File: config.mk
export PLATFORM = sky130hd
export DESIGN_NAME = bist_boot_sequencer
export DESIGN_NICKNAME = d
export VERILOG_FILES = /design/src/rtl/bist_seq_pkg.sv /design/src/rtl/bist_cycle_timer.sv /design/src/rtl/bist_boot_sequencer.sv
export SDC_FILE = /design/constraint.sdc
export NUM_CORES = 1
export LEC_CHECK = 0
export BUFFER_PORTS_ARGS = -buffer_cell sky130_fd_sc_hd__buf_2
export CAP_MARGIN = 20
export CORE_MARGIN = 2
export CORE_UTILIZATION = 66
export CTS_CLUSTER_SIZE = 16
export DETAILED_ROUTE_END_ITERATION = 10
export GPL_ROUTABILITY_DRIVEN = 0
export PLACE_DENSITY = 0.86
export SKIP_CTS_REPAIR_TIMING = 1
export SLEW_MARGIN = 20
export SYNTH_ARGS = -nofsm -noshare
export SYNTH_HDL_FRONTEND = slang
export SYNTH_HIERARCHICAL = 1
export SYNTH_SLANG_ARGS = --single-unit
export TNS_END_PERCENT = 5
File: constraint.sdc
create_clock -name clk_i -period 4.7 [get_ports clk_i]
set_input_delay 1.41 -clock clk_i [delete_from_list [all_inputs] [get_ports clk_i]]
set_output_delay 1.41 -clock clk_i [all_outputs]
set_load 0.02 [all_outputs]
File: src/rtl/bist_seq_pkg.sv
// Shared state encoding, registered-output bundle and sizing helper for the BIST boot sequencer.
// Pure declarations: no latency, no backpressure.
package bist_seq_pkg;

  typedef enum logic [2:0] {
    RESET_HOLD,
    START_HOLD,
    RUN,
    EVAL,
    BOOT,
    FAIL
  } seq_state_e;

  typedef struct packed {
    logic bist_rst_n;
    logic start_test;
    logic core_rst_n;
    logic fetch_enable;
    logic done;
    logic pass;
    logic fail;
    logic timeout;
  } seq_out_t;

  localparam seq_out_t OUT_RESET = '{
    bist_rst_n:   1'b0,
    start_test:   1'b1,
    core_rst_n:   1'b0,
    fetch_enable: 1'b0,
    done:         1'b0,
    pass:         1'b0,
    fail:         1'b0,
    timeout:      1'b0
  };

  // Bits needed to hold max_count itself, never less than one.
  function automatic int unsigned timer_width(input int unsigned max_count);
    return (max_count < 2) ? 1 : $clog2(max_count + 1);
  endfunction

endpackage

File: src/rtl/bist_cycle_timer.sv
// Loadable saturating up-counter with synchronous clear and a terminal-count compare.
// Count changes one edge after clr/load/inc; tc_o is combinational on the held count; no backpressure.
module bist_cycle_timer #(
  parameter int unsigned WIDTH = 8
) (
  input  logic             clk_i,
  input  logic             rst_i,
  input  logic             clr_i,
  input  logic             load_i,
  input  logic             inc_i,
  input  logic [WIDTH-1:0] load_val_i,
  input  logic [WIDTH-1:0] tc_val_i,
  output logic [WIDTH-1:0] cnt_o,
  output logic             tc_o
);

  logic [WIDTH-1:0] cnt_q, cnt_d;

  always_comb begin
    cnt_d = cnt_q;
    if (clr_i) begin
      cnt_d = '0;
    end else if (load_i) begin
      cnt_d = load_val_i;
    end else if (inc_i && (cnt_q != '1)) begin
      cnt_d = cnt_q + 1'b1;
    end
  end

  always_ff @(posedge clk_i or posedge rst_i) begin
    if (rst_i) begin
      cnt_q <= '0;
    end else begin
      cnt_q <= cnt_d;
    end
  end

  assign cnt_o = cnt_q;
  assign tc_o  = (cnt_q == tc_val_i);

endmodule

File: src/rtl/bist_boot_sequencer.sv
// Holds the core in reset, runs BIST via start/busy/go handshake with optional retries, boots on pass.
// All outputs registered; busy-fall to core reset release is 2 edges; no backpressure.
module bist_boot_sequencer
  import bist_seq_pkg::*;
#(
  parameter int unsigned RESET_CYCLES = 4,
  parameter int unsigned START_CYCLES = 2,
  parameter int unsigned RUN_TIMEOUT  = 1000000,
  parameter int unsigned MAX_RETRIES  = 0
) (
  input  logic                                  clk_i,
  input  logic                                  rst_i,
  input  logic                                  restart_i,
  input  logic                                  bist_busy_i,
  input  logic                                  bist_go_i,
  output logic                                  bist_rst_no,
  output logic                                  start_test_o,
  output logic                                  core_rst_no,
  output logic                                  fetch_enable_o,
  output logic                                  done_o,
  output logic                                  pass_o,
  output logic                                  fail_o,
  output logic                                  timeout_o,
  output logic [timer_width(MAX_RETRIES)-1:0]   retry_cnt_o
);

  localparam int unsigned HOLD_MAX = (RESET_CYCLES > START_CYCLES) ? RESET_CYCLES : START_CYCLES;
  localparam int unsigned TW = timer_width((RUN_TIMEOUT > HOLD_MAX) ? RUN_TIMEOUT : HOLD_MAX);
  localparam int unsigned RW = timer_width(MAX_RETRIES);

  // Hold states leave on the edge that completes their last cycle, so compare against N-1.
  localparam logic [TW-1:0] RESET_TC = TW'((RESET_CYCLES > 0) ? RESET_CYCLES - 1 : 0);
  localparam logic [TW-1:0] START_TC = TW'((START_CYCLES > 0) ? START_CYCLES - 1 : 0);
  localparam logic [TW-1:0] RUN_TC   = TW'(RUN_TIMEOUT);
  localparam logic [TW-1:0] RUN_FIRST = TW'(1);
  localparam logic [RW-1:0] RETRY_MAX = RW'(MAX_RETRIES);

  seq_state_e      state_q, state_d;
  seq_out_t        out_q, out_d;
  logic [RW-1:0]   retry_q, retry_d;

  logic            tmr_clr, tmr_load, tmr_inc, tmr_tc;
  logic [TW-1:0]   tmr_tc_val, tmr_cnt;

  bist_cycle_timer #(
    .WIDTH (TW)
  ) u_timer (
    .clk_i      (clk_i),
    .rst_i      (rst_i),
    .clr_i      (tmr_clr),
    .load_i     (tmr_load),
    .inc_i      (tmr_inc),
    .load_val_i (RUN_FIRST),
    .tc_val_i   (tmr_tc_val),
    .cnt_o      (tmr_cnt),
    .tc_o       (tmr_tc)
  );

  always_comb begin
    state_d    = state_q;
    out_d      = out_q;
    retry_d    = retry_q;
    tmr_clr    = 1'b0;
    tmr_load   = 1'b0;
    tmr_inc    = 1'b0;
    tmr_tc_val = '0;

    case (state_q)
      RESET_HOLD: begin
        tmr_inc    = 1'b1;
        tmr_tc_val = RESET_TC;
        if (tmr_tc) begin
          state_d          = START_HOLD;
          out_d.bist_rst_n = 1'b1;
          tmr_clr          = 1'b1;
        end
      end
      START_HOLD: begin
        tmr_inc    = 1'b1;
        tmr_tc_val = START_TC;
        if (tmr_tc) begin
          state_d          = RUN;
          out_d.start_test = 1'b0;
          tmr_load         = 1'b1;
        end
      end
      RUN: begin
        tmr_inc    = 1'b1;
        tmr_tc_val = RUN_TC;
        // Busy is not yet meaningful in the launch cycle; a real fall beats a same-cycle timeout.
        if ((tmr_cnt != RUN_FIRST) && !bist_busy_i) begin
          state_d = EVAL;
        end else if (tmr_tc) begin
          state_d       = FAIL;
          out_d.timeout = 1'b1;
          out_d.fail    = 1'b1;
          out_d.done    = 1'b1;
        end
      end
      EVAL: begin
        if (bist_go_i) begin
          state_d          = BOOT;
          out_d.core_rst_n = 1'b1;
        end else if (retry_q < RETRY_MAX) begin
          state_d          = RESET_HOLD;
          retry_d          = retry_q + 1'b1;
          out_d.bist_rst_n = 1'b0;
          out_d.start_test = 1'b1;
          tmr_clr          = 1'b1;
        end else begin
          state_d    = FAIL;
          out_d.fail = 1'b1;
          out_d.done = 1'b1;
        end
      end
      BOOT: begin
        if (restart_i) begin
          state_d = RESET_HOLD;
          out_d   = OUT_RESET;
          retry_d = '0;
          tmr_clr = 1'b1;
        end else begin
          out_d.fetch_enable = 1'b1;
          out_d.pass         = 1'b1;
          out_d.done         = 1'b1;
        end
      end
      FAIL: begin
        if (restart_i) begin
          state_d = RESET_HOLD;
          out_d   = OUT_RESET;
          retry_d = '0;
          tmr_clr = 1'b1;
        end
      end
      default: begin
        state_d = RESET_HOLD;
        out_d   = OUT_RESET;
        retry_d = '0;
        tmr_clr = 1'b1;
      end
    endcase
  end

  always_ff @(posedge clk_i or posedge rst_i) begin
    if (rst_i) begin
      state_q <= RESET_HOLD;
      out_q   <= OUT_RESET;
      retry_q <= '0;
    end else begin
      state_q <= state_d;
      out_q   <= out_d;
      retry_q <= retry_d;
    end
  end

  assign bist_rst_no    = out_q.bist_rst_n;
  assign start_test_o   = out_q.start_test;
  assign core_rst_no    = out_q.core_rst_n;
  assign fetch_enable_o = out_q.fetch_enable;
  assign done_o         = out_q.done;
  assign pass_o         = out_q.pass;
  assign fail_o         = out_q.fail;
  assign timeout_o      = out_q.timeout;
  assign retry_cnt_o    = retry_q;

endmodule

==> impl_metrics.tcl, run 1 <==
set metrics [dict create \
    critPathArrivalTime_ns 3.98 \
    rows 21 \
    ys_ff_latch 30 \
    start_util_pct 69.5 \
    die_h_um 63.5 \
    portBuffers 12 \
    synth_area_per_cell_um2 8.50 \
    startpoint_type "register" \
    grt_max_degree 26 \
    core_um2 3360 \
    placed_area_um2 2480 \
    first_global_vias 2093 \
    dieArea_um2 4030 \
    seqCellArea_um2 752 \
    dp_hpwl_um 4030 \
    htreeDepth 2 \
    rsz0062_at_grt "no" \
    total_power_uw 1030 \
    cp_cell_sequence "inv_2 > nor3_4 > xor2_1 > nor4_1 > nand3_1 > nor3_1 > buf_4 > nand3_1 > inv_1 > buf_4 > inv_1 > nand4_1 > a21oi_1 > a2111oi_0" \
    cts_root_buf "clkbuf_4" \
    ys_types 65 \
    grt-ovfl-total 0 \
    max-vdd-ir-drop_v 0.000279 \
    cp_max_fo 25 \
    grt_usage_pct 30.7 \
    timing.clock.skew_ns 0.00642 \
    cts_tree "done" \
    die_w_um 63.5 \
    drive_gt1_share_pct 11.4 \
    required_ns 4.90 \
    endpoint_kind "register" \
    grt_pass1_wl_um 9830 \
    clkTransAtPathRegs_ns 0.09 \
    synth_cells 275 \
    fin_crit_sh_pct 80.3 \
    timing.slew.headroom_pct 45.2 \
    worstSetupPathType "register to register" \
    critPathTopFamily "simple AND/OR/NAND/NOR gates" \
    synth_area_um2 2340 \
    clk_path_buf_depth 2 \
    path_buf_inv 5 \
    synth-seq-area-share_pct 32.2 \
    route.vias.total 2200 \
    layout_common_cells "32 x conb_1, 29 x dfrtp_1, 17 x nor2_1" \
    areaGrowthSynthToFinish_pct 7.87 \
    layout.cells.most_common "conb_1" \
    tightest_slew_ns 0.821 \
    max_freq_mhz 265 \
    cap_viol_max_count 0 \
    synth_warnings 6 \
    slew_viol_final 0 \
    ant_nets 0 \
    finalSetupViolations 0 \
    via_per_inst 6.25 \
    layout_min_cycle_time_ns 3.78 \
    leakage_uw 0.00102 \
    routedWlPerCell_um 15.9 \
    antenna_found_initial 0 \
    hold_violations 0 \
    num_io_pins 14 \
    synth_ff_type "dfrtp_1" \
    fill_cells 261 \
    diodes 0 \
    drt-total-wl_um 5610 \
    fin_tns_setup_ns 0 \
    synth_enable_flop_cells 0 \
    worst_skew_pair.late_latency_ns 0.33 \
    drt_pass1_iterations 7 \
    cts_buffers 5 \
    whs_ns 0.473 \
    cp_slowest_stage_delay_ns 0.57 \
    nets 312 \
    multi_input_area_um2 1520 \
    clock_sinks 30 \
    min_path_type "register to register" \
    async_flop_share_pct 100 \
    slowest_stage "dfrtp_1" \
    drc_errors 0 \
    cellPowerDensity_nw_per_um2 410 \
    drt-initial-drc-count 180 \
    final_core_util_pct 75.0 \
    outcome "complete, no violations" \
    post-route-cell-area_um2 2520 \
]
cells in the mapped netlist (all sizes together), types with 3 or more instances:
library cell  count  share of area (%)
dfrtp            29                 31
nand2            17                2.8
nor2             17                2.7
inv              16                2.6
nor4             14                3.7
a21oi            13                2.9
nor3             12                3.1
xor2             12                4.5
buf              11                3.2
clkbuf           11                2.0
nand4            11                3.6
nand3            10                2.1
a311oi            9                3.4
o21ai             9                2.1
xnor2             8                3.0
or4               7                2.4
and4              6                2.3
a2111oi           5                2.1
o31ai             5                1.6
or3               5                1.3
and3              4                1.1
o211ai            3                1.2
o31a              3                1.1
where the power goes:
part | internal [µW] | switching, µW
Combinational | 197 | 210
Sequential | 336 | 152
Clock | 56.3 | 83.1
Total | 589 | 445
area by class of cell:
cell class | instances | share of cell area, %
multi-input cells | 237 | 60.1
flip-flops and latches | 30 | 29.8
repair buffers | 16 | 3.57
inverters | 16 | 2.38
well taps | 46 | 2.28
clock buffers | 7 | 1.79
worst reg2reg max path: stages, from the launching register on:
cell	delay (ns)
dfrtp_1	0.57
inv_2	0.12
nor3_4	0.47
xor2_1	0.13
nor4_1	0.36
nand3_1	0.12
nor3_1	0.15
buf_4	0.20
nand3_1	0.14
inv_1	0.11
buf_4	0.26
inv_1	0.36
nand4_1	0.22
a21oi_1	0.05
a2111oi_0	0.39
registers in the layout, indices dropped and copies added (netlist names):
register	cells
u_timer/cnt_o	20
state_q	3
bist_rst_no	1
core_rst_no	1
done_o	1
fail_o	1
fetch_enable_o	1
start_test_o	1
timeout_o	1
cell families after synthesis:
kind of cell    synth area share (%)
compound gates                  22.9
fa+ha+maj                      0.535
simple gates                    28.4
xor+xnor                        7.49
mux                            0.428
buf+inv                         7.76
flops                           32.2
other cells                    0.321
routing by layer:
layer / track usage (%) / vias up / wire length [µm]
met5: 0 / - / 0
met3: 5.54 / 8 / 297
met1: 40.9 / 1030 / 2480
li1: - / 1079 / -
met2: 48.4 / 83 / 2750
met4: 14.1 / 0 / 76
worst paths after layout:
path                                               start  depth (start not counted)                            end  slack (ns)
worst min-delay path            start_test_o$_DFFE_PP1P_                          2       start_test_o$_DFFE_PP1P_        0.47
worst max-delay path              state_q[1]$_DFFE_PP0P_                         14   u_timer/cnt_o[2]$_DFFE_PP0P_        0.92
worst min register to register  start_test_o$_DFFE_PP1P_                          2       start_test_o$_DFFE_PP1P_        0.47
min in group asynchronous                          rst_i                          2          timeout_o$_DFFE_PP0P_        1.05
max in group asynchronous                          rst_i                          2  u_timer/cnt_o[16]$_DFFE_PP0P_        2.95
worst max register to register    state_q[1]$_DFFE_PP0P_                         14   u_timer/cnt_o[2]$_DFFE_PP0P_        0.92
through the flow:
step	instances	worst slack [ns]
3_3_place_gp	345	1.28
4_1_cts	352	1.03
2_1_floorplan	305	1.82
6_report	352	0.925
5_1_grt	352	0.572
3_5_place_dp	345	1.07
Power figures use the tool's default switching activity.
==> inputs of run 2 (changes only) <==
--- a/config.mk
+++ b/config.mk
@@ -8,11 +8,11 @@
 export BUFFER_PORTS_ARGS = -buffer_cell sky130_fd_sc_hd__buf_2
 export CAP_MARGIN = 20
 export CORE_MARGIN = 2
-export CORE_UTILIZATION = 66
+export CORE_UTILIZATION = 55
 export CTS_CLUSTER_SIZE = 16
 export DETAILED_ROUTE_END_ITERATION = 10
 export GPL_ROUTABILITY_DRIVEN = 0
-export PLACE_DENSITY = 0.86
+export PLACE_DENSITY = 0.76
 export SKIP_CTS_REPAIR_TIMING = 1
 export SLEW_MARGIN = 20
 export SYNTH_ARGS = -nofsm -noshare
==> constraint.sdc (replaced) <==
create_clock -name clk_i -period 3.14 [get_ports clk_i]
set_input_delay 0.942 -clock clk_i [delete_from_list [all_inputs] [get_ports clk_i]]
set_output_delay 0.942 -clock clk_i [all_outputs]
set_load 0.02 [all_outputs]
==> impl_metrics.tcl, run 2 (synthesis results as in run 1) <==
set metrics [dict create \
    fin_ws_ns 0.303 \
    ant_nets 0 \
    dp_hpwl_um 4460 \
    clk_path_buf_depth 2 \
    startpoint_type "register" \
    via_per_inst 6.29 \
    cp_max_fo 16 \
    num_io_pins 14 \
    cts_root_buf "clkbuf_8" \
    worstSetupPathType "register to register" \
    layout.cells.most_common "conb_1" \
    clkPwrFrac_pct 26.1 \
    largest_reg_flops 20 \
    drive_gt1_share_pct 15.1 \
    areaGrowthSynthToFinish_pct 15.5 \
    cts_tree "done" \
    diodes 0 \
    hold_violations 0 \
    nets 322 \
    grt_usage_pct 27.8 \
    outcome "complete, no violations" \
    max_freq_mhz 353 \
    multi_input_area_um2 1520 \
    timing.slew.headroom_pct 44.8 \
    switchingPower_uw 753 \
    portBuffers 12 \
    final_core_util_pct 66.5 \
    routedWlPerCell_um 17.4 \
    endpoint_kind "register" \
    drc_errors 0 \
    critPathArrivalTime_ns 3.00 \
    fin_crit_sh_pct 90.3 \
    slowest_stage "a2111oi_1" \
    reg2reg_from "state_q[2]$_DFFE_PP0P_" \
    route.vias.total 2307 \
    grt-ovfl-total 0 \
    cts_buffers 5 \
    cellPowerDensity_nw_per_um2 714 \
    crit_path_end "u_timer/cnt_o[2]$_DFFE_PP0P_" \
    grt_max_degree 25 \
    die_h_um 69.2 \
    start_util_pct 57.6 \
    rsz0062_at_grt "no" \
    placed_area_um2 2540 \
    htreeDepth 2 \
    timing.clock.skew_ns 0.00945 \
    antenna_found_initial 0 \
    fin_tns_setup_ns 0 \
    drt-initial-drc-count 191 \
    total_power_uw 1930 \
    finalSetupViolations 0 \
    startpoint "state_q[2]$_DFFE_PP0P_" \
    drt-total-wl_um 6370 \
    slew_viol_final 0 \
    clkTransAtPathRegs_ns 0.07 \
    cp_slowest_stage_delay_ns 0.45 \
    die_w_um 69.2 \
    core_um2 4060 \
    drt_pass1_iterations 5 \
    layout_min_cycle_time_ns 2.84 \
    first_global_vias 2241 \
    clock_sinks 30 \
    grt_pass1_wl_um 10700 \
    fill_cells 344 \
    combinationalPowerShare_pct 37.9 \
    r2r_slack_ns 0.30 \
    max-vdd-ir-drop_v 0.000461 \
    post-route-cell-area_um2 2700 \
    p_seq_share_pct 36.0 \
    place_ws_ns 0.335 \
    layout_common_cells "32 x conb_1, 29 x dfrtp_1, 17 x nor2_1" \
    worst_skew_pair.late_latency_ns 0.30 \
    rows 23 \
    min_path_type "register to register" \
    dieArea_um2 4790 \
    cap_viol_max_count 0 \
    required_ns 3.30 \
    reg2regPathDepth 11 \
    p_sw_share_pct 39.1 \
    tightest_slew_ns 0.827 \
    leakage_uw 0.00112 \
    seqCellArea_um2 752 \
    p_int_uw 1170 \
    cp_cell_sequence "buf_4 > nor2_1 > xnor2_1 > nand4_1 > nor3_1 > nand3_1 > inv_1 > inv_1 > nand4_1 > a21oi_1 > a2111oi_1" \
    r2r-end "u_timer/cnt_o[2]$_DFFE_PP0P_" \
]
## run 2: cell types whose count changed in the layout (fill, tap and decap cells not counted), sizes merged
| cell | delta |
|---|---|
| clkbuf | -1 |
| bufinv | +2 |
| buf | +10 |
## run 2: metrics by stage
stage / hold WS, ns / instances
after detailed placement: 0.473 / 357
after global routing: 0.499 / 367
final: 0.487 / 367
after floorplan: 0.492 / 305
after CTS: 0.491 / 365
after global placement: 0.475 / 357
## run 2: power groups by stage
stage / Sequential (µW) / Combinational, µW / Clock [µW]
2_1_floorplan: 667 / 532 / 0
3_3_place_gp: 687 / 684 / 0
3_5_place_dp: 695 / 705 / 0
4_1_cts: 688 / 711 / 505
5_1_grt: 713 / 807 / 524
6_report: 695 / 731 / 502
## run 2: worst min path at each step
stage,to,start,depth (start not counted),slack [ns]
floorplan,start_test_o$_DFFE_PP1P_,start_test_o$_DFFE_PP1P_,2,0.49
global placement,core_rst_no$_DFFE_PP0P_,core_rst_no$_DFFE_PP0P_,1,0.48
detailed placement,start_test_o$_DFFE_PP1P_,start_test_o$_DFFE_PP1P_,2,0.47
CTS,start_test_o$_DFFE_PP1P_,start_test_o$_DFFE_PP1P_,2,0.49
global route,start_test_o$_DFFE_PP1P_,start_test_o$_DFFE_PP1P_,2,0.50
finish,start_test_o$_DFFE_PP1P_,start_test_o$_DFFE_PP1P_,2,0.49
## run 2: layout make-up
type / instances / share of cell area (%)
clock buffers: 6 / 3.06
clock inverters: 2 / 2.22
flip-flops and latches: 30 / 27.8
inverters: 16 / 2.22
repair buffers: 26 / 6.12
well taps: 50 / 2.32
multi-input cells: 237 / 56.2
## run 2: routing by layer
layer | part of all wire, % | track usage, %
met1 | 43 | 37.1
met5 | 0 | 0
met4 | 1.9 | 10.5
met2 | 48 | 43.7
met3 | 7.1 | 6.83
## run 2: worst max-delay path, delay by kind of cell (launching register included)
family / cells / cell delay (ns)
AOI/OAI and AO/OA: 2 / 0.50
xor gates and xnor gates: 1 / 0.16
buffers and inverters: 3 / 0.50
DFF: 1 / 0.42
and+or+nand+nor: 5 / 1.10
